`src/rtl/div_pkg.sv`:
```
// Shared types and defaults for the divider issue sequencer.
package div_pkg;

  typedef enum logic [2:0] {IDLE, CLR, RUN, CAPT, HOLD} div_state_t;

  localparam int C_DIV_NUM_BITS = 24;
  localparam int C_DIV_LAT_DEF  = 32;

endpackage

```
`src/rtl/div_issue_ctrl_if.sv`:
```
// Operand/result handshake bundle of div_issue_ctrl; out_dz exists only with DIV_ZERO_DETECT_EN.
interface div_issue_ctrl_if
  import div_pkg::*;
#(
  parameter int C_NUM_BITS = C_DIV_NUM_BITS
);
  logic                  in_valid;
  logic                  in_ready;
  logic [C_NUM_BITS-1:0] in_a;
  logic [C_NUM_BITS-1:0] in_b;
  logic                  out_valid;
  logic                  out_ready;
  logic [C_NUM_BITS-1:0] out_q;
`ifdef DIV_ZERO_DETECT_EN
  logic                  out_dz;

  modport slave  (input  in_valid, in_a, in_b, out_ready,
                  output in_ready, out_valid, out_q, out_dz);
  modport master (output in_valid, in_a, in_b, out_ready,
                  input  in_ready, out_valid, out_q, out_dz);
`else
  modport slave  (input  in_valid, in_a, in_b, out_ready,
                  output in_ready, out_valid, out_q);
  modport master (output in_valid, in_a, in_b, out_ready,
                  input  in_ready, out_valid, out_q);
`endif
endinterface

```
`src/rtl/div_run_cnt.sv`:
```
// Run-latency counter: cleared outside RUN, counts RUN cycles, saturates instead of wrapping.
module div_run_cnt #(
  parameter int C_DIV_LAT = 32
) (
  input  logic CK,
  input  logic R,
  input  logic clr_i,
  input  logic en_i,
  output logic done_o
);
  localparam int            CW   = $clog2(C_DIV_LAT + 1);
  localparam logic [CW-1:0] LAST = CW'(C_DIV_LAT - 1);
  localparam logic [CW-1:0] MAX  = CW'(C_DIV_LAT);

  logic [CW-1:0] cnt_q, cnt_d;

  always_comb begin
    cnt_d = cnt_q;
    if (clr_i) begin
      cnt_d = '0;
    end else if (en_i && (cnt_q != MAX)) begin
      cnt_d = cnt_q + CW'(1);
    end
  end

  always_ff @(posedge CK or posedge R) begin
    if (R) begin
      cnt_q <= '0;
    end else begin
      cnt_q <= cnt_d;
    end
  end

  assign done_o = (cnt_q == LAST);

endmodule

```
`src/rtl/div_issue_ctrl.sv`:
```
// Sequencer in front of the gated-clock divider: holds operands, drives E/RN, captures Q.
// Optional macro DIV_ZERO_DETECT_EN short-cuts a zero divisor to an all-ones result with out_dz set.
module div_issue_ctrl
  import div_pkg::*;
#(
  parameter int C_NUM_BITS = C_DIV_NUM_BITS,
  parameter int C_DIV_LAT  = C_DIV_LAT_DEF
) (
  input  logic                  CK,
  input  logic                  R,
  div_issue_ctrl_if.slave       io,
  output logic                  div_e,
  output logic                  div_rn,
  output logic [C_NUM_BITS-1:0] div_a,
  output logic [C_NUM_BITS-1:0] div_b,
  input  logic [C_NUM_BITS-1:0] div_q
);

  div_state_t            state_q, state_d;
  logic                  div_e_q, div_e_d;
  logic                  div_rn_q, div_rn_d;
  logic [C_NUM_BITS-1:0] div_a_q, div_b_q;
  logic [C_NUM_BITS-1:0] out_q_q;
  logic                  accept;
  logic                  zero_b;
  logic                  run_done;

  assign io.in_ready = (state_q == IDLE) | ((state_q == HOLD) & io.out_ready);
  assign accept      = io.in_valid & io.in_ready;

`ifdef DIV_ZERO_DETECT_EN
  logic out_dz_q;
  assign zero_b    = (io.in_b == '0);
  assign io.out_dz = out_dz_q;
`else
  assign zero_b    = 1'b0;
`endif

  div_run_cnt #(
    .C_DIV_LAT (C_DIV_LAT)
  ) u_run_cnt (
    .CK     (CK),
    .R      (R),
    .clr_i  (state_q != RUN),
    .en_i   (state_q == RUN),
    .done_o (run_done)
  );

  always_comb begin
    state_d = state_q;
    unique case (state_q)
      IDLE: if (accept) state_d = zero_b ? CAPT : CLR;
      CLR:  state_d = RUN;
      RUN:  if (run_done) state_d = CAPT;
      CAPT: state_d = HOLD;
      HOLD: begin
        if (accept) begin
          state_d = zero_b ? CAPT : CLR;
        end else if (io.out_ready) begin
          state_d = IDLE;
        end
      end
      default: state_d = IDLE;
    endcase
    // E/RN are decoded from the next state so they leave flops with no combinational path.
    div_e_d  = (state_d == CLR) | (state_d == RUN);
    div_rn_d = (state_d == RUN) | (state_d == CAPT) | (state_d == HOLD);
  end

  always_ff @(posedge CK or posedge R) begin
    if (R) begin
      state_q  <= IDLE;
      div_e_q  <= 1'b0;
      div_rn_q <= 1'b0;
      div_a_q  <= '0;
      div_b_q  <= '0;
      out_q_q  <= '0;
`ifdef DIV_ZERO_DETECT_EN
      out_dz_q <= 1'b0;
`endif
    end else begin
      state_q  <= state_d;
      div_e_q  <= div_e_d;
      div_rn_q <= div_rn_d;
      if (accept) begin
        div_a_q <= io.in_a;
        div_b_q <= io.in_b;
      end
      if (state_q == CAPT) begin
`ifdef DIV_ZERO_DETECT_EN
        out_q_q  <= (div_b_q == '0) ? '1 : div_q;
        out_dz_q <= (div_b_q == '0);
`else
        out_q_q  <= div_q;
`endif
      end
    end
  end

  assign div_e        = div_e_q;
  assign div_rn       = div_rn_q;
  assign div_a        = div_a_q;
  assign div_b        = div_b_q;
  assign io.out_valid = (state_q == HOLD);
  assign io.out_q     = out_q_q;

endmodule

```
`src/flat_wrapper.sv`:
```
// flat-port wrapper written by rule: the top's interface ports become plain ports
module div_issue_ctrl_flat import div_pkg::*;
#(
  parameter int C_NUM_BITS = C_DIV_NUM_BITS,
  parameter int C_DIV_LAT  = C_DIV_LAT_DEF
)
  (CK, R, div_e, div_rn, div_a, div_b, div_q, io_in_valid, io_in_a, io_in_b, io_out_ready, io_in_ready, io_out_valid, io_out_q);
  div_issue_ctrl_if #(.C_NUM_BITS(C_NUM_BITS)) io_i ();
  input  logic CK;
  input  logic R;
  output logic div_e;
  output logic div_rn;
  output logic [C_NUM_BITS-1:0] div_a;
  output logic [C_NUM_BITS-1:0] div_b;
  input  logic [C_NUM_BITS-1:0] div_q;
  input wire logic [$bits(io_i.in_valid)-1:0] io_in_valid;
  input wire logic [$bits(io_i.in_a)-1:0] io_in_a;
  input wire logic [$bits(io_i.in_b)-1:0] io_in_b;
  input wire logic [$bits(io_i.out_ready)-1:0] io_out_ready;
  output wire logic [$bits(io_i.in_ready)-1:0] io_in_ready;
  output wire logic [$bits(io_i.out_valid)-1:0] io_out_valid;
  output wire logic [$bits(io_i.out_q)-1:0] io_out_q;
  assign io_i.in_valid = io_in_valid;
  assign io_i.in_a = io_in_a;
  assign io_i.in_b = io_in_b;
  assign io_i.out_ready = io_out_ready;
  assign io_in_ready = io_i.in_ready;
  assign io_out_valid = io_i.out_valid;
  assign io_out_q = io_i.out_q;
  div_issue_ctrl #(.C_NUM_BITS(C_NUM_BITS), .C_DIV_LAT(C_DIV_LAT)) u_core (.CK(CK), .R(R), .io(io_i), .div_e(div_e), .div_rn(div_rn), .div_a(div_a), .div_b(div_b), .div_q(div_q));
endmodule
```
`config.mk`:
```
export PLATFORM = sky130hd
export DESIGN_NAME = div_issue_ctrl_flat
export DESIGN_NICKNAME = d
export VERILOG_FILES = /design/src/rtl/div_pkg.sv /design/src/rtl/div_issue_ctrl_if.sv /design/src/rtl/div_run_cnt.sv /design/src/rtl/div_issue_ctrl.sv /design/src/flat_wrapper.sv
export SDC_FILE = /design/constraint.sdc
export NUM_CORES = 1
export LEC_CHECK = 0
export BUFFER_PORTS_ARGS = -buffer_cell sky130_fd_sc_hd__buf_2
export CAP_MARGIN = 30
export CORE_MARGIN = 2
export CORE_UTILIZATION = 50
export CTS_CLUSTER_SIZE = 14
export DETAILED_ROUTE_END_ITERATION = 6
export PLACE_DENSITY = 0.83
export SKIP_LAST_GASP = 1
export SYNTH_ARGS = -nofsm -noshare
export SYNTH_HDL_FRONTEND = slang
export SYNTH_SLANG_ARGS = --single-unit
```
`constraint.sdc`:
```
create_clock -name CK -period 6.6 [get_ports CK]
set_input_delay 0 -clock CK [delete_from_list [all_inputs] [get_ports CK]]
set_output_delay 0 -clock CK [all_outputs]
set_load 0.005 [all_outputs]
```
# After elaboration in Yosys (flattened, before gate mapping)
# Index checks and enable logic that the tools add are counted.
# totals
reg_bits	83
wordCells	35
in_bits	76
# classes
n_reduce_logical	3
n_eq_ne	11
bitwise	6
add_sub_neg	1
mux	7
# ops
cell	count
case mux 3 bit (5 select lines)	1
equality test 3 x 2 -> 1 bit, second input constant	4
two-way mux 3 bit	4
two-way mux 6 bit	2
adder 6 x 1 -> 6 bit, second input constant	1
equality test 3 x 1 -> 1 bit, second input constant	2
equality test 3 bit, second input constant	2
equality test 6 x 5 -> 1 bit, second input constant	1
inequality test 6 bit, second input constant	1
bitwise OR 1 bit	4
zero test 3 bit	1
inequality test 3 x 2 -> 1 bit, second input constant	1
AND 1 bit	2
nonzero test 2 bit	1
logical AND 1 bit	1

# Longest topological paths before layout
# logic_depth
depth_word	9
ltp_mapped	5

# By module
# Synthesis repeated with hierarchy kept, for this count alone.
# unflattened
hier_cells	223
hier_area_um2	3407.0
# by_module_without_submodules
mod	instances	cells_each	seq_area_each_um2	area_per_inst_um2
div_issue_ctrl	1	180	1926.8	3011.6
div_run_cnt	1	43	150.1	395.4

# Worst setup path after synthesis
# No wires, ideal clock.
# synth_timing
path_kind	register -> register
start	reg u_core.state_q[1]
end	reg u_core.div_a_q[10] (netlist: u_core.div_a[10])
synth_period_minus_slack_ps	1397
path_stages_with_launch	6
t_arrival_ps	1272
setup_ps	125
setup_slack_ps	5203
path_cell_list	dfrtp_1 nor2_2 nand3_2 buf_4 buf_6 mux2_4
# synth_between
elab_chain_cells	4
# synth_rtl
item	line	rtl
start, declared	div_issue_ctrl.sv:19	div_state_t state_q, state_d;
start signal, assigned	div_issue_ctrl.sv:82	state_q <= state_d;
equality test 3 bit	div_issue_ctrl.sv:28	assign io.in_ready = (state_q == IDLE) | ((state_q == HOLD) & io.out_ready);
AND 1 bit	div_issue_ctrl.sv:28	
bitwise OR 1 bit (*)	div_issue_ctrl.sv:28	
AND 1 bit (*)	div_issue_ctrl.sv:29	assign accept = io.in_valid & io.in_ready;
end signal, assigned	div_issue_ctrl.sv:86	div_a_q <= io.in_a;
end, declared	div_issue_ctrl.sv:22	logic [C_NUM_BITS-1:0] div_a_q, div_b_q;
# Mark *: on every way between the ends. The rest lies on a longest branch, timed or not.
# A chain may end at the register's enable or synchronous reset.

# Final worst setup path
# layout_timing
start	reg u_core.state_q[0]
end	reg u_core.div_b_q[19] (netlist: u_core.div_b[19])
# layout_between
elab_chain_cells	4
# layout_rtl
item	line	rtl
equality test 3 bit	div_issue_ctrl.sv:28	
AND 1 bit	div_issue_ctrl.sv:28	
bitwise OR 1 bit (*)	div_issue_ctrl.sv:28	
AND 1 bit (*)	div_issue_ctrl.sv:29	
end signal, assigned	div_issue_ctrl.sv:87	div_b_q <= io.in_b;
end, declared	div_issue_ctrl.sv:22	
# Marked as above.

==> impl_metrics.tcl <==
set metrics [dict create \
    syn-num-nets 282 \
    worstSetupPathType "reg2reg" \
    dp.cells 428 \
    cp_data_arrival_time_ns 2.08 \
    synth-seq-area-share_pct 63.6 \
    fillers 377 \
    std_cell_rows 29 \
    final_max_slew_viol_count 0 \
    irDropWorstVdd_mv 0.245 \
    fmax_mhz 540 \
    cts_tree "yes" \
    drc_errors 0 \
    cp_max_fo 38 \
    grt_antenna_before_repair 0 \
    critPathLaunchType "flip-flop" \
    die_x_um 84.8 \
    dp_slack_ns 4.77 \
    finalWirelength_um 8690 \
    clk_pin_slew_ns 0.08 \
    stdcell_count 518 \
    synth.most_common_cell "dfrtp_1" \
    cts_buffers 9 \
    vias_per_cell 4.90 \
    areaGrowthSynthToFinish_pct 55.4 \
    layout_min_cycle_time_ns 1.85 \
    end_kind "flip-flop" \
    grt_overflow 0 \
    postSynth.asyncResetShare_pct 100 \
    ys_ff_latch 83 \
    status "completed" \
    cap_violations 0 \
    fin_ws_ns 4.75 \
    synth-main-ff-cell "dfrtp_1" \
    power.density_nw_per_um2 412 \
    leakage_nw 2.50 \
    cts.sinks 83 \
    finalHoldViolations 0 \
    synth_top_area_cell "dfrtp_1" \
    slew_headroom_pct 57.2 \
    cts_root_buffer "clkbuf_8" \
    drive_above_1_share_pct 56.0 \
    crit_required_ns 6.83 \
    boundaryPins 152 \
    num_antenna_cells 0 \
    core_region_area_um2 6350 \
    clock-skew-final_ns 0.00985 \
    netlist_top_cells_count "dfrtp_1, mux2_2, mux2_4" \
    regArea_um2 2080 \
    vias 2538 \
    first_pass_iters 4 \
    synth.top_cell.area_share_pct 63.6 \
    wl_per_cell_um 16.8 \
    grt_use_total_pct 25.1 \
    die_area_um2 7200 \
    netlist_area_um2 3270 \
    grt_setup_unrepaired "false" \
    period_share_pct 28.0 \
    multi_input_area_um2 1130 \
    ctsLongestPathBuffers 2 \
    final_area_um2 5080 \
    hp-class "in2async" \
    yosysWarnings 0 \
    dp_hpwl_um 4940 \
    worstSkewPairLatency_ns 0.34 \
    place_congestion 0.764 \
    initialDrtViolationCount 66 \
    place_area_um2 4120 \
    avgSynthCellArea_um2 16.0 \
    htree_levels 3 \
    postSynthCellCount 204 \
    setup_violations 0 \
    grt_max_degree 47 \
    initial_core_util_pct 51.4 \
    worst_pin_slew_ns 0.639 \
    grt_pass1_vias 2824 \
    tns_ns 0 \
    grt_pass1_wl_um 14000 \
    synth_edf_count 0 \
    synth.distinct_cells 30 \
    io_buffers 151 \
    die_y_um 84.8 \
    ant_nets 0 \
    nNetsFinal 515 \
    synth_area_leaders "dfrtp_1, mux2_2, mux2_4" \
]
[area by class of cell]
type                    count  area share (%)
clock inverters             5            1.55
well taps                  77            1.90
inverters                   4           0.320
multi-input cells         110            22.3
clock buffers              10            2.51
repair buffers            229            30.5
flip-flops and latches     83            40.9
[power breakdown]
part / switching [W] / internal [W] / leakage [nW]
clock network: 0.000176 / 0.000211 / 0.106
registers: 0.000141 / 0.000755 / 0.988
logic: 0.000329 / 0.000479 / 1.40
total: 0.000646 / 0.00144 / 2.50
[cell usage in the layout, fill, tap and decap left out, drive strengths merged]
cell         netlist  routed
bufinv             0       2
nor2               3       3
or3                1       1
clkinv             0       4
a21o               1       1
o31ai              1       1
ha                 2       2
o21ai              1       1
xor2               3       3
dlygate4sd3        0      75
inv                4       3
nand2b             3       3
or3b               1       1
a21oi              2       2
nand3              4       4
nand2              6       6
nand3b             1       1
nor3b              1       1
xnor2              1       1
clkbuf             0      10
buf                7     154
dfrtp             83      83
mux2              72      72
mux2i              2       2
nor4b              2       2
a211oi             1       1
and2               2       2
[kinds of logic (layout without fill, tap and decap cells)]
family | count (synthesis) | after routing | synth area share [%]
flip-flops | 83 | 83 | 63.6
adder cells (fa/ha/maj) | 2 | 2 | 0.766
XOR/XNOR | 4 | 4 | 1.07
AO/OA/AOI/OAI | 6 | 6 | 1.15
multiplexers | 74 | 74 | 26.5
AND/OR/NAND/NOR | 24 | 24 | 5.17
buffers and inverters | 11 | 248 | 1.80
[worst paths after layout]
check / slack, ns / depth (start not counted) / endpoint / from
worst max-delay path: 4.75 / 4 / u_core.div_b[19] / u_core.state_q[0]
worst min-delay path: 0.30 / 4 / u_core.io.out_q[2] / R
worst max register to register: 4.75 / 4 / u_core.div_b[19] / u_core.state_q[0]
worst min register to register: 0.50 / 1 / u_core.io.out_q[10] / u_core.io.out_q[10]
max in group asynchronous: 5.71 / 5 / u_core.div_b[22] / R
min in group CK: 0.41 / 3 / u_core.div_a[4] / io_in_a[4]
[what timing repair did]
| action | CTS | global route |
|---|---|---|
| hold endpoints to repair | 111 | 0 |
| gates resized for setup | 0 | 0 |
| hold buffers | 75 | 0 |
| setup buffers | 0 | 0 |
[state kept, by name, indices dropped and copies added, names as in the netlist]
name	cells
u_core.state_q	3
u_core.div_b	24
u_core.io.out_q	24
u_core.div_e	1
u_core.u_run_cnt.cnt_q	6
u_core.div_a	24
u_core.div_rn	1
[critical path: stages, from the launching register on]
cell and delay [ns]:
dfrtp_1 0.47, nor2_2 0.08, nand3_2 0.24, buf_4 0.52, mux2_2 0.41
[layer usage]
metal  up-vias  routed length, um  global-route usage (%)
met5         -                  0                       0
met4         0                196                    9.24
met1      1221               3330                    29.2
met2       128               4380                    43.9
li1       1171                  -                       -
met3        18                786                    7.98
[stage by stage]
step | util, % | total power, W | hold slack (ns)
global route | 79.9 | 0.00221 | 0.363
floorplan | - | 0.00131 | 0.117
CTS | 79.9 | 0.00207 | 0.311
global placement | 64.4 | 0.00160 | 0.230
finish | 79.9 | 0.00209 | 0.304
detailed placement | 64.9 | 0.00165 | 0.137
No activity file was read; power rests on OpenSTA's default activity.
